===== config.mk =====
export PLATFORM = sky130hd
export DESIGN_NAME = multi_window_counter
export DESIGN_NICKNAME = d
export VERILOG_FILES = /design/src/rtl/multi_window_counter.sv
export SDC_FILE = /design/constraint.sdc
export NUM_CORES = 1
export LEC_CHECK = 0
export BUFFER_PORTS_ARGS = -buffer_cell sky130_fd_sc_hd__buf_2
export CORE_MARGIN = 1.5
export CORE_UTILIZATION = 40
export CTS_CLUSTER_SIZE = 16
export DETAILED_ROUTE_END_ITERATION = 10
export PLACE_DENSITY = 0.69
export SLEW_MARGIN = 20
export SYNTH_ARGS = -nofsm -noshare
export SYNTH_HDL_FRONTEND = slang
export SYNTH_SLANG_ARGS = --single-unit

===== constraint.sdc =====
create_clock -name CLK -period 3.7 [get_ports CLK]
set_input_delay 0.37 -clock CLK [delete_from_list [all_inputs] [get_ports CLK]]
set_output_delay 0.37 -clock CLK [all_outputs]
set_load 0.01 [all_outputs]

===== src/rtl/multi_window_counter.sv =====
// multi_window_counter: free-running modulo counter with run-time terminal value,
// N wrap-aware compare windows and a cascade carry.
`default_nettype none

module multi_window_counter #(
    parameter int          WIDTH      = 10,
    parameter int          CHANNELS   = 2,
    parameter int unsigned INIT_MAX   = 799,
    parameter int unsigned INIT_COUNT = INIT_MAX
) (
    input  logic                      CLK,
    input  logic                      RST_N,
    input  logic                      ENABLE,
    input  logic                      CLEAR,
    input  logic [WIDTH-1:0]          MAX_VALUE,
    input  logic [CHANNELS*WIDTH-1:0] CMP_START,
    input  logic [CHANNELS*WIDTH-1:0] CMP_END,
    output logic [WIDTH-1:0]          COUNT,
    output logic                      TERMINAL,
    output logic                      CARRY_OUT,
    output logic [CHANNELS-1:0]       WINDOW
);

    localparam logic [WIDTH-1:0] INIT_MAX_W   = WIDTH'(INIT_MAX);
    localparam logic [WIDTH-1:0] INIT_COUNT_W = WIDTH'(INIT_COUNT);

    logic [WIDTH-1:0]    count_q, count_d;
    logic [WIDTH-1:0]    max_q, max_d;
    logic                term_q, term_d;
    logic [CHANNELS-1:0] win_q, win_d;

    // The terminal value only reloads at a period boundary, so a mid-period
    // MAX_VALUE change never shortens or stretches the running period.
    always_comb begin
        count_d = count_q;
        max_d   = max_q;
        if (CLEAR) begin
            count_d = '0;
            max_d   = MAX_VALUE;
        end else if (ENABLE) begin
            if (count_q == max_q) begin
                count_d = '0;
                max_d   = MAX_VALUE;
            end else begin
                count_d = count_q + WIDTH'(1);
            end
        end
        term_d = (count_d == max_d);
    end

    for (genvar c = 0; c < CHANNELS; c++) begin : g_win
        logic [WIDTH-1:0] s;
        logic [WIDTH-1:0] e;
        assign s = CMP_START[c*WIDTH +: WIDTH];
        assign e = CMP_END[c*WIDTH +: WIDTH];
        // start > end describes a window that wraps through zero
        assign win_d[c] = (s <= e) ? ((count_d >= s) && (count_d <= e))
                                   : ((count_d >= s) || (count_d <= e));
    end

    always_ff @(posedge CLK or negedge RST_N) begin
        if (!RST_N) begin
            count_q <= INIT_COUNT_W;
            max_q   <= INIT_MAX_W;
            term_q  <= (INIT_COUNT_W == INIT_MAX_W);
            win_q   <= '0;
        end else begin
            count_q <= count_d;
            max_q   <= max_d;
            term_q  <= term_d;
            win_q   <= win_d;
        end
    end

    assign COUNT     = count_q;
    assign TERMINAL  = term_q;
    assign WINDOW    = win_q;
    assign CARRY_OUT = term_q & ENABLE & ~CLEAR;

endmodule

`default_nettype wire


======== After elaboration in Yosys (flattened, before gate mapping) ========
Index checks and enable logic that the tools add are counted.
storage, ports and cells
  bits in registers ....................... 23
  bits in latches ......................... 0
  bits in writable memories ............... 0
  memory bits (read-only) ................. 0
  logic and storage cells ................. 28
  memories kept ........................... 0
operators by class
  add/sub/neg operators ................... 1
  multipliers ............................. 0
  divide/modulo/power cells ............... 0
  $lt $le $gt $ge ......................... 6
  equality and inequality tests ........... 2
  shift-type cells ........................ 0
  multiplexer cells ....................... 8
  bitwise operators ....................... 3
  reduce and logical (&&, ||, !) cells .... 4
operators by type and width
  operator                                                         count
  10-bit 2-to-1 mux                                                6
  10-bit <= comparator                                             4
  10-bit equality test                                             2
  10-bit greater-or-equal comparator                               2
  10-bit by 1-bit adder with 10-bit output, second input constant  1
  1-bit AND                                                        2
  1-bit logical AND                                                2
  1-bit logical OR                                                 2
  1-bit 2-to-1 mux                                                 2
  1-bit NOT                                                        1

======== Longest topological paths before layout ========
Gate-level depths: netlist of the first run.
  word-level depth ........................ 7
  depth in mapped cells ................... 15
  depth with buffers taken out ............ 13

======== Worst setup path after synthesis of the first run ========
OpenSTA, ideal clock, no wires.
  path kind ............................... register to register
  start point ............................. register count_q[0] (netlist: COUNT[0])
  end point ............................... register win_q[1] (netlist: WINDOW[1])
  arrival ................................. 3.302 ns
  required time ........................... 3.574 ns
  setup slack ............................. 0.272 ns
  cell stages (with the launch flop) ...... 15
  path buffers ............................ 2
  clock period less this slack ............ 3.428 ns
  path through ............................ dfstp_2 -> xor2_1 -> nor4_4 -> a31o_2 -> clkbuf_1 -> buf_2 -> nor2_1 -> ha_1 -> a21oi_1 -> nor3b_1 -> o21ai_0 -> a21boi_0 -> a211oi_1 -> or2_2 -> maj3_2
between the ends
  word-level cells in the longest chain between the ends .. 7
  elaborated cells on any way between the ends .. 10
  classes of those cells .................. 1 x add/sub; 2 x order compare; 1 x eq/ne; 4 x mux; 2 x reduce/logical
RTL lines
  what                                                                                     RTL line  source
  from (decl)                                                                              27        logic [WIDTH-1:0] count_q, count_d;
  from (signal assigned)                                                                   68        count_q <= count_d;
  10-bit by 1-bit adder with 10-bit output / 10-bit equality test (equally long branches)  45, 41
  10-bit 2-to-1 mux *                                                                      41        if (count_q == max_q) begin
  10-bit 2-to-1 mux *                                                                      40        end else if (ENABLE) begin
  10-bit 2-to-1 mux *                                                                      37        if (CLEAR) begin
  via count_d[3]                                                                           27
  10-bit greater-or-equal comparator / 10-bit <= comparator (equally long branches)        57, 58
  1-bit logical OR / 1-bit logical AND (equally long branches)                             58, 57
  1-bit 2-to-1 mux *                                                                       57        assign win_d[c] = (s <= e) ? ((count_d >= s) && (count_d <= e))
  via win_d[1]                                                                             30        logic [CHANNELS-1:0] win_q, win_d;
  to (signal assigned)                                                                     71        win_q <= win_d;
  to (decl)                                                                                30
Mark *: on every way through the listed nets, which the timed path passes. The rest lies on a longest branch.

======== Final worst setup path of the first run ========
Ends and elaborated chain as after synthesis.

==> results of run 1 <==
placed cells by master (no fill, tap or decap), types with 8 or more instances in the layout:
master	synthesis	routed
a21oi_1	17	17
ha_1	57	57
dfrtp_1	8	8
nand4_1	9	9
nand3_1	10	10
dfstp_2	15	15
xor2_1	21	21
nor2_1	13	13
inv_1	45	45
o21ai_0	10	10
buf_2	1	67
nand2_1	43	43
flip-flops by register name, indices dropped and copies added, names as in the netlist:
register / flops
max_q: 10
COUNT: 10
WINDOW: 2
TERMINAL: 1
power groups by stage:
stage	sequential (W)	combinational [W]	clock, W
after floorplan	0.000295	0.000144	0
after global placement	0.000295	0.000219	0
after detailed placement	0.000297	0.000228	0
after CTS	0.000293	0.000230	0.000156
after global routing	0.000295	0.000262	0.000167
final	0.000292	0.000229	0.000152
area by class of cell:
class | count | area [um^2] | area share [%]
timing repair buffer | 68 | 343 | 10.8
clock buffer | 4 | 45.0 | 1.42
multi-input combinational | 247 | 1930 | 60.7
sequential | 23 | 594 | 18.7
tap | 77 | 96.3 | 3.04
inverter | 45 | 169 | 5.32
metal layers:
layer | share of wire, % | track usage [%] | vias to the layer above
met5 | 0 | 0 | -
met4 | 0.89 | 4.17 | 0
met2 | 50 | 32.9 | 51
li1 | - | - | 1250
met1 | 46 | 25.0 | 1156
met3 | 3.2 | 1.36 | 6
cells by family (layout without fill, tap and decap cells):
family | after synthesis | in the layout | synth area share (%)
AOI/OAI and AO/OA | 54 | 54 | 13.6
xor gates and xnor gates | 29 | 29 | 9.67
adders and majority gates | 61 | 61 | 27.9
buffers and inverters | 49 | 117 | 7.13
DFF | 23 | 23 | 22.0
muxes | 1 | 1 | 0.370
and+or+nand+nor | 102 | 102 | 19.3
critical path, cell delays in order (launching register included):
cell	delay [ns]
dfstp_2	0.60
xor2_1	0.34
nor4_4	0.12
a31o_4	0.33
nor2_1	0.44
ha_1	0.33
a21oi_1	0.13
o21ai_0	0.11
maj3_1	0.38
a21o_1	0.19
maj3_2	0.28
worst paths after layout:
path                       cells past startpoint  slack, ns                  end
max reg2reg                                   10       0.33  WINDOW[1]$_DFF_PN0_
min reg2reg                                    2       0.47   max_q[2]$_DFF_PN1_
max in group asynchronous                      1       3.26   COUNT[1]$_DFF_PN1_
min                                            1       0.08   max_q[6]$_DFF_PN0_
max                                           10       0.33  WINDOW[1]$_DFF_PN0_
min in group CLK                               3       0.30   max_q[2]$_DFF_PN1_
timing repair:
| action | 4_1_cts | 5_1_grt |
|---|---|---|
| endpoints found under the hold margin | 0 | 0 |
| hold buffers | 0 | 0 |
| setup endpoints to repair | 0 | 1 |
| resized for setup | 0 | 1 |
| buffers inserted | 0 | 0 |
per-stage QoR:
stage               instances  cell area (um^2)  util, %  setup slack [ns]
floorplan                 319              2700        -             0.272
global placement          460              3120     48.6             0.288
detailed placement        460              3120     48.6             0.174
CTS                       464              3160     49.3             0.168
global route              464              3170     49.4            0.0512
finish                    464              3170     49.4             0.326
==> flow_metrics.env, run 1 <==
export IMPL_synth_top_area_share_pct=26.4
export IMPL_grt_max_degree=24
export IMPL_grt_pass1_vias=2456
export IMPL_ys_seq_area_share_pct=22.0
export IMPL_switching_share_pct=32.7
export IMPL_die_h_um=85.2
export IMPL_worstMarginPinSlew_ns=0.631
export IMPL_reg2reg_from="COUNT[0]$_DFF_PN1_"
export IMPL_yosys_top_cells_count="ha_1, inv_1, nand2_1, xor2_1, a21oi_1"
export IMPL_dr_total_vias=2463
export IMPL_num_fill_cells=655
export IMPL_hold_violations=0
export IMPL_crit_start="COUNT[0]$_DFF_PN1_"
export IMPL_final_nets=499
export IMPL_violations="DRC"
export IMPL_pin_count=68
export IMPL_ys_seq_elements=23
export IMPL_clock_latency_ns=0.26
export IMPL_drive_gt1_share_pct=25.8
export IMPL_area_growth_pct=17.4
export IMPL_syn_num_nets=430
export IMPL_hold_path_class="input pin to async pin"
export IMPL_io_buffers=67
export IMPL_antenna_found_initial=0
export IMPL_ant_nets=0
export IMPL_drc=4
export IMPL_worstPathMaxFanout=21
export IMPL_synth_top_cell_by_area="ha_1"
export IMPL_finalCriticalPeriod_ns=3.37
export IMPL_synth_edf_count=0
export IMPL_hold_ws_ns=0.0766
export IMPL_cp_start_kind="register"
export IMPL_clock_skew_ns=0.00304
export IMPL_crit_path_end_kind="register"
export IMPL_power_switching_w=0.000220
export IMPL_synthFlopType="dfstp_2"
export IMPL_grt_pass1_wl_um=11000
export IMPL_initial_core_util_pct=42.1
export IMPL_cts_buffers_inserted=3
export IMPL_first_pass_iters=7
export IMPL_wirelength_um=6520
export IMPL_p_int_w=0.000453
export IMPL_fmax_ghz=0.296
export IMPL_clock_path_buffers=2
export IMPL_synth_top_cells_by_area="ha_1, dfstp_2, dfrtp_1"
export IMPL_htreeDepth=1
export IMPL_fin_crit_sh_pct=91.2
export IMPL_arrival_ns=3.52
export IMPL_status="finished with violations"
export IMPL_clk_pin_slew_worst_paths_ns=0.08
export IMPL_cts_tree="built"
export IMPL_synth_most_common_cell="ha_1"
export IMPL_seq_power_share_pct=43.4
export IMPL_syn_area_um2=2700
export IMPL_drv_cap=0
export IMPL_wl_per_cell_um=14.0
export IMPL_dieArea_um2=7260
export IMPL_required_ns=3.84
export IMPL_rsz0062_at_grt="no"
export IMPL_slew_viol_final=0
export IMPL_crit_type="register to register"
export IMPL_power_frac_clock_pct=22.5
export IMPL_slew_headroom_pct=57.8
export IMPL_core_area_um2=6420
export IMPL_synth_cells=319
export IMPL_vias_per_cell=5.31
export IMPL_cellPowerDensity_nw_per_um2=212
export IMPL_async_flop_share_pct=100
export IMPL_drt_iter0_drc=119
export IMPL_setup_viol_count_final=0
export IMPL_die_w_um=85.2
export IMPL_cts_root_buf="clkbuf_8"
export IMPL_antenna_cells=0
export IMPL_cts_sinks=23
export IMPL_synth_distinct_cells=48
export IMPL_peakVddDrop_mv=0.111
export IMPL_routabilityCongestion=0.853
export IMPL_finalPower_w=0.000673
export IMPL_leakagePower_nw=1.77
export IMPL_ys_warnings_count=0
export IMPL_combPwrFrac_pct=34.1
export IMPL_dp_hpwl_um=5530
export IMPL_avgSynthCellArea_um2=8.48
export IMPL_final_setup_tns_ns=0
export IMPL_num_rows=29
export IMPL_grt_usage_pct=18.7
export IMPL_grt_overflow=0
Note: power is estimated with default switching activity, not from simulation.
==> run 2: changes to the inputs <==
--- a/config.mk
+++ b/config.mk
@@ -5,12 +5,13 @@
 export SDC_FILE = /design/constraint.sdc
 export NUM_CORES = 1
 export LEC_CHECK = 0
+export ABC_AREA = 1
 export BUFFER_PORTS_ARGS = -buffer_cell sky130_fd_sc_hd__buf_2
 export CORE_MARGIN = 1.5
 export CORE_UTILIZATION = 40
 export CTS_CLUSTER_SIZE = 16
 export DETAILED_ROUTE_END_ITERATION = 10
-export PLACE_DENSITY = 0.69
+export PLACE_DENSITY = 0.68
 export SLEW_MARGIN = 20
 export SYNTH_ARGS = -nofsm -noshare
 export SYNTH_HDL_FRONTEND = slang
==> run 2 against run 1 <==
Net effect:
- the run now ends clean
- non-clock buffer count down 1
- clock skew up 0.0065 ns
- final cell count up 27%
- first-iteration DRC count down 35%
- critical path depth up 15
- sequential share of layout area down 1.5 points
- largest power group unchanged
==> flow_metrics.env, run 2 <==
export IMPL_cts_buffers_inserted=3
export IMPL_num_rows=31
export IMPL_reg2reg_depth=25
export IMPL_reg2reg_from="COUNT[0]$_DFF_PN1_"
export IMPL_crit_type="register to register"
export IMPL_hold_ws_ns=0.0603
export IMPL_peakVddDrop_mv=0.105
export IMPL_wirelength_um=7220
export IMPL_worstPathMaxFanout=28
export IMPL_ys_warnings_count=0
export IMPL_first_pass_iters=4
export IMPL_avgSynthCellArea_um2=7.07
export IMPL_final_nets=601
export IMPL_die_h_um=89.2
export IMPL_clock_latency_ns=0.27
export IMPL_utilization_pct=47.8
export IMPL_dp_hpwl_um=6100
export IMPL_setup_viol_count_final=0
export IMPL_arrival_ns=3.42
export IMPL_grt_pass1_wl_um=12000
export IMPL_synth_top_cells_by_area="ha_1, dfstp_2, nand2_1"
export IMPL_routabilityCongestion=0.867
export IMPL_slew_viol_final=0
export IMPL_cts_resized=0
export IMPL_grt_pass1_vias=2664
export IMPL_clock_path_buffers=2
export IMPL_synthFlopType="dfstp_2"
export IMPL_synth_most_common_cell="nand2_1"
export IMPL_clk_pin_slew_worst_paths_ns=0.09
export IMPL_initial_core_util_pct=41.2
export IMPL_ys_seq_area_share_pct=20.0
export IMPL_clock_skew_ns=0.00956
export IMPL_synth_top_area_share_pct=24.0
export IMPL_synth_distinct_cells=35
export IMPL_antenna_found_initial=0
export IMPL_drive_gt1_share_pct=25.8
export IMPL_htreeDepth=1
export IMPL_dieArea_um2=7950
export IMPL_final_setup_tns_ns=0
export IMPL_synth_edf_count=0
export IMPL_wl_per_cell_um=12.3
export IMPL_r2r_end="WINDOW[0]$_DFF_PN0_"
export IMPL_post_cts_setup_buffers=0
export IMPL_ctsHoldBuffers=0
export IMPL_worstMarginPinSlew_ns=0.708
export IMPL_grt_usage_pct=19.1
export IMPL_cts_sinks=23
export IMPL_io_buffers=67
export IMPL_synth_top_cell_by_area="ha_1"
export IMPL_hold_violations=0
export IMPL_dr_total_vias=2825
export IMPL_synth_cells=420
export IMPL_slew_headroom_pct=52.7
export IMPL_drv_cap=0
export IMPL_cts_root_buf="clkbuf_8"
export IMPL_yosys_top_cells_count="nand2_1, inv_1, ha_1, nor2_1, a21oi_1"
export IMPL_async_flop_share_pct=100
export IMPL_cellPowerDensity_nw_per_um2=195
export IMPL_area_growth_pct=16.1
export IMPL_rsz0062_at_grt="no"
export IMPL_finalPower_w=0.000673
export IMPL_die_w_um=89.2
export IMPL_antenna_cells=0
export IMPL_final_cell_mix="nand2_1, inv_1, buf_2, ha_1, nor2_1"
export IMPL_syn_area_um2=2970
export IMPL_cp_start_kind="register"
export IMPL_leakagePower_nw=2.01
export IMPL_fmax_ghz=0.309
export IMPL_syn_num_nets=531
export IMPL_core_area_um2=7210
export IMPL_status="completed"
export IMPL_cts_tree="built"
export IMPL_drc=0
export IMPL_hold_path_class="input pin to async pin"
export IMPL_ys_seq_elements=23
export IMPL_crit_path_end_kind="register"
export IMPL_vias_per_cell=4.80
export IMPL_grt_max_degree=29
export IMPL_fin_crit_sh_pct=87.6
export IMPL_grt_overflow=0
export IMPL_regToRegSetupSlack_ns=0.46
export IMPL_finalCriticalPeriod_ns=3.24
export IMPL_pin_count=68
export IMPL_final_common_cell="nand2_1"
export IMPL_ant_nets=0
export IMPL_drt_iter0_drc=77
export IMPL_required_ns=3.87
run 2: cell types whose count changed after synthesis, sizes merged, moves of 6 or more:
| cell | delta |
|---|---|
| nand3 | +7 |
| nand2 | +66 |
| inv | +50 |
| nor2 | +21 |
| a21o | -6 |
| o21ai | +7 |
| a21oi | +6 |
| xor2 | -16 |
| nor4 | -7 |
run 2: final cells by class:
cell class | instances | area [um^2]
multi-input cells | 300 | 1990
flip-flops and latches | 23 | 594
well taps | 99 | 124
clock buffers | 3 | 41.3
clock inverters | 1 | 7.51
repair buffers | 67 | 335
fillers | 745 | 3770
inverters | 95 | 357
run 2: critical path, cell delays in order, from the launching register on:
cell and delay (ns):
dfstp_2 0.58, nand2_1 0.07, nand2_1 0.06, inv_1 0.03, nand2_1 0.05, nor2_1 0.06
nand3_4 0.15, nand2_8 0.18, a211oi_2 0.62, ha_1 0.36, nand2_1 0.07, nand2_1 0.05
nand2_1 0.06, nand2_1 0.04, nand2_1 0.07, nand3_1 0.08, nand2_1 0.07, inv_1 0.04
nand2_1 0.05, nand2_1 0.06, nand2_1 0.07, nand3_1 0.06, nand2_1 0.06, nand3_1 0.07
nand2_1 0.06, inv_1 0.04
run 2: logic make-up (layout without fill, tap and decap cells):
group | after synthesis | in the layout | share of synthesized area, %
fa+ha+maj | 57 | 57 | 24.0
buf+inv | 97 | 166 | 13.0
flops | 23 | 23 | 20.0
compound gates | 51 | 51 | 11.0
simple gates | 183 | 183 | 29.2
xor+xnor | 9 | 9 | 2.66
run 2: worst max path at each step:
stage	from	endpoint	slack [ns]	cells after the start
finish	COUNT[0]$_DFF_PN1_	WINDOW[0]$_DFF_PN0_	0.46	25
global route	COUNT[0]$_DFF_PN1_	WINDOW[0]$_DFF_PN0_	0.14	25
CTS	COUNT[0]$_DFF_PN1_	WINDOW[0]$_DFF_PN0_	0.48	25
detailed placement	COUNT[0]$_DFF_PN1_	WINDOW[0]$_DFF_PN0_	0.49	25
global placement	ENABLE	WINDOW[0]$_DFF_PN0_	0.56	25
floorplan	COUNT[0]$_DFF_PN1_	WINDOW[0]$_DFF_PN0_	0.98	30
run 2: power by group:
group / switching, W / leakage, nW / internal (W)
registers: 0.0000110 / 0.259 / 0.000273
logic: 0.000136 / 1.73 / 0.0000921
clock network: 0.0000844 / 0.0217 / 0.0000762
total: 0.000231 / 2.01 / 0.000442
run 2: per-stage QoR:
stage	worst slack (ns)	cell area, um^2	cells
2_1_floorplan	0.977	2970	420
3_3_place_gp	0.562	3400	584
3_5_place_dp	0.493	3400	584
4_1_cts	0.477	3450	588
5_1_grt	0.136	3450	588
6_report	0.459	3450	588
run 2: layer usage:
metal	vias to the layer above	GRT usage, %	part of all wire (%)
li1	1485	-	-
met1	1263	26.4	48
met2	65	32.3	46
met3	12	1.11	4.2
met4	0	5.31	1.5
met5	-	0	0
==> run 3: changes to the inputs <==
--- a/config.mk
+++ b/config.mk
@@ -12,6 +12,7 @@
 export CTS_CLUSTER_SIZE = 16
 export DETAILED_ROUTE_END_ITERATION = 10
 export PLACE_DENSITY = 0.68
+export RECOVER_POWER = 100
 export SLEW_MARGIN = 20
 export SYNTH_ARGS = -nofsm -noshare
 export SYNTH_HDL_FRONTEND = slang
==> run 3 against run 2 <==
Net effect:
- sequential cell count stayed put
- setup slack worse by 0.081 ns
- combinational power is 3% lower
- first-iteration DRC count is 12% higher
- sequential share of layout area is 0.25 points higher
- sequential power hardly changed
- final area is 1.4% lower
- non-clock buffer count stayed put
- final cell count stayed put
- via count is 0.14% higher
- critical path type unchanged
- largest cell class unchanged
- highest routed layer unchanged
==> flow_metrics.env, run 3 (synthesis gave the netlist of run 2 again) <==
export IMPL_die_w_um=89.2
export IMPL_cts_tree="built"
export IMPL_cts_buffers_inserted=3
export IMPL_crit_path_end_kind="register"
export IMPL_cp_start_kind="register"
export IMPL_use_met1_pct=26.4
export IMPL_core_area_um2=7210
export IMPL_clock_path_buffers=2
export IMPL_grt_pass1_wl_um=12000
export IMPL_setup_slack_ns=0.378
export IMPL_slew_headroom_pct=17.0
export IMPL_clock_latency_ns=0.27
export IMPL_clk_pin_slew_worst_paths_ns=0.09
export IMPL_drv_cap=0
export IMPL_drc=0
export IMPL_routabilityCongestion=0.867
export IMPL_wl_per_cell_um=12.3
export IMPL_hold_path_class="input pin to register"
export IMPL_final_nets=601
export IMPL_leakagePower_nw=1.97
export IMPL_rsz0062_at_grt="no"
export IMPL_antenna_found_initial=0
export IMPL_fmax_ghz=0.301
export IMPL_num_fill_cells=757
export IMPL_arrival_ns=3.49
export IMPL_htreeDepth=1
export IMPL_post_cts_setup_buffers=0
export IMPL_initial_core_util_pct=41.2
export IMPL_grt_busiest_layer="met2"
export IMPL_crit_path_cell_trace="nand2_1, nand2_1, inv_1, nand2_1, nor2_1, nand3_4, nand2_8, nor3b_1, ha_1, nand2_1, inv_1, nand2_1, nand2_1, nand2_1, nand3_1, nand2_1, nand3_1, nand2_1, inv_1"
export IMPL_num_rows=31
export IMPL_io_buffers=67
export IMPL_crit_slowest_cell="nor3b_1"
export IMPL_dp_hpwl_um=6100
export IMPL_clock_skew_ns=0.00896
export IMPL_dp_slack_ns=0.493
export IMPL_area_growth_pct=14.5
export IMPL_first_pass_iters=4
export IMPL_required_ns=3.87
export IMPL_ant_nets=0
export IMPL_ctsHoldBuffers=0
export IMPL_cpLargestDelayFamily="simple AND/OR/NAND/NOR gates"
export IMPL_hold_ws_ns=0.334
export IMPL_drive_gt1_share_pct=20.7
export IMPL_grt_met3_usage_pct=1.11
export IMPL_grt_usage_pct=19.1
export IMPL_fin_crit_sh_pct=89.8
export IMPL_cts_resized=0
export IMPL_status="completed"
export IMPL_seqCellArea_um2=594
export IMPL_final_setup_tns_ns=0
export IMPL_antenna_cells=0
export IMPL_hold_violations=0
export IMPL_final_common_cell="nand2_1"
export IMPL_worstPathMaxFanout=28
export IMPL_worstMarginPinSlew_ns=1.24
export IMPL_dieArea_um2=7950
export IMPL_cellPowerDensity_nw_per_um2=195
export IMPL_cpPeakStageDelay_ns=1.00
export IMPL_grt_overflow=0
export IMPL_setup_viol_count_final=0
export IMPL_grt_pass1_vias=2664
export IMPL_pin_count=68
export IMPL_crit_buf_inv=3
export IMPL_multi_input_area_um2=1950
export IMPL_grt_max_degree=29
export IMPL_drt_iter0_drc=86
export IMPL_critical_path_most_common_cell="nand2_1"
export IMPL_cts_root_buf="clkbuf_8"
export IMPL_crit_type="register to register"
export IMPL_grt_use_met2_pct=32.3
export IMPL_wirelength_um=7210
export IMPL_slew_viol_final=0
export IMPL_peakVddDrop_mv=0.104
export IMPL_die_h_um=89.2
export IMPL_finalCriticalPeriod_ns=3.32
export IMPL_final_cell_mix="nand2_1, inv_1, buf_2, ha_1, nor2_1"
export IMPL_dr_total_vias=2829
export IMPL_vias_per_cell=4.81
export IMPL_cts_sinks=23
## run 3: cell types whose count changed in the layout (fill, tap and decap cells not counted), moves of 2 or more
cell / before / now
buf_2: 67 / 59
clkbuf_1: 0 / 8
dfstp_1: 0 / 6
dfstp_2: 15 / 9
nor2_1: 27 / 30
nor2_2: 5 / 2
o21ai_0: 9 / 17
o21ai_1: 2 / 0
o21ai_2: 7 / 1
## run 3: through the flow
step	cells	util, %	cell area, um^2	total power [W]
2_1_floorplan	420	-	2970	0.000438
4_1_cts	588	47.8	3450	0.000680
3_5_place_dp	584	47.1	3400	0.000517
3_3_place_gp	584	47.1	3400	0.000512
5_1_grt	588	47.1	3400	0.000717
6_report	588	47.1	3400	0.000664
## run 3: path summary, 6_finish.rpt
| check | cells past startpoint | to | slack [ns] | start |
|---|---|---|---|---|
| min in group asynchronous | 1 | COUNT[6]$_DFF_PN0_ | 0.34 | RST_N |
| max | 19 | WINDOW[0]$_DFF_PN0_ | 0.38 | COUNT[0]$_DFF_PN1_ |
| max reg2reg | 19 | WINDOW[0]$_DFF_PN0_ | 0.38 | COUNT[0]$_DFF_PN1_ |
| max in group asynchronous | 1 | WINDOW[1]$_DFF_PN0_ | 2.62 | RST_N |
| min reg2reg | 2 | max_q[8]$_DFF_PN1_ | 0.54 | max_q[8]$_DFF_PN1_ |
| min | 3 | max_q[1]$_DFF_PN1_ | 0.33 | MAX_VALUE[1] |
## run 3: per-layer routing
metal,wire (um),up-vias
li1,-,1479
met1,3500,1278
met5,0,-
met2,3350,66
met4,63,0
met3,287,6
## run 3: layout make-up
| cell class | count | share of cell area (%) |
|---|---|---|
| Inverter | 95 | 10.5 |
| Tap cell | 99 | 3.65 |
| Multi-Input combinational cell | 300 | 57.4 |
| Clock buffer | 3 | 1.22 |
| Timing Repair Buffer | 67 | 9.57 |
| Clock inverter | 1 | 0.221 |
| Sequential cell | 23 | 17.5 |
## run 3: worst reg2reg max path: cells and delay by family, from the launching register on
kind / cells / cell delay [ns]
adders and majority gates: 1 / 0.40
buffers and inverters: 3 / 0.11
DFF: 1 / 0.61
and+or+nand+nor: 15 / 2.09
## run 3: power breakdown
part | switching [W] | internal, W | leakage [nW]
logic | 0.000132 | 0.0000886 | 1.69
registers | 0.0000107 | 0.000272 | 0.260
clock network | 0.0000839 | 0.0000761 | 0.0217
total | 0.000227 | 0.000437 | 1.97
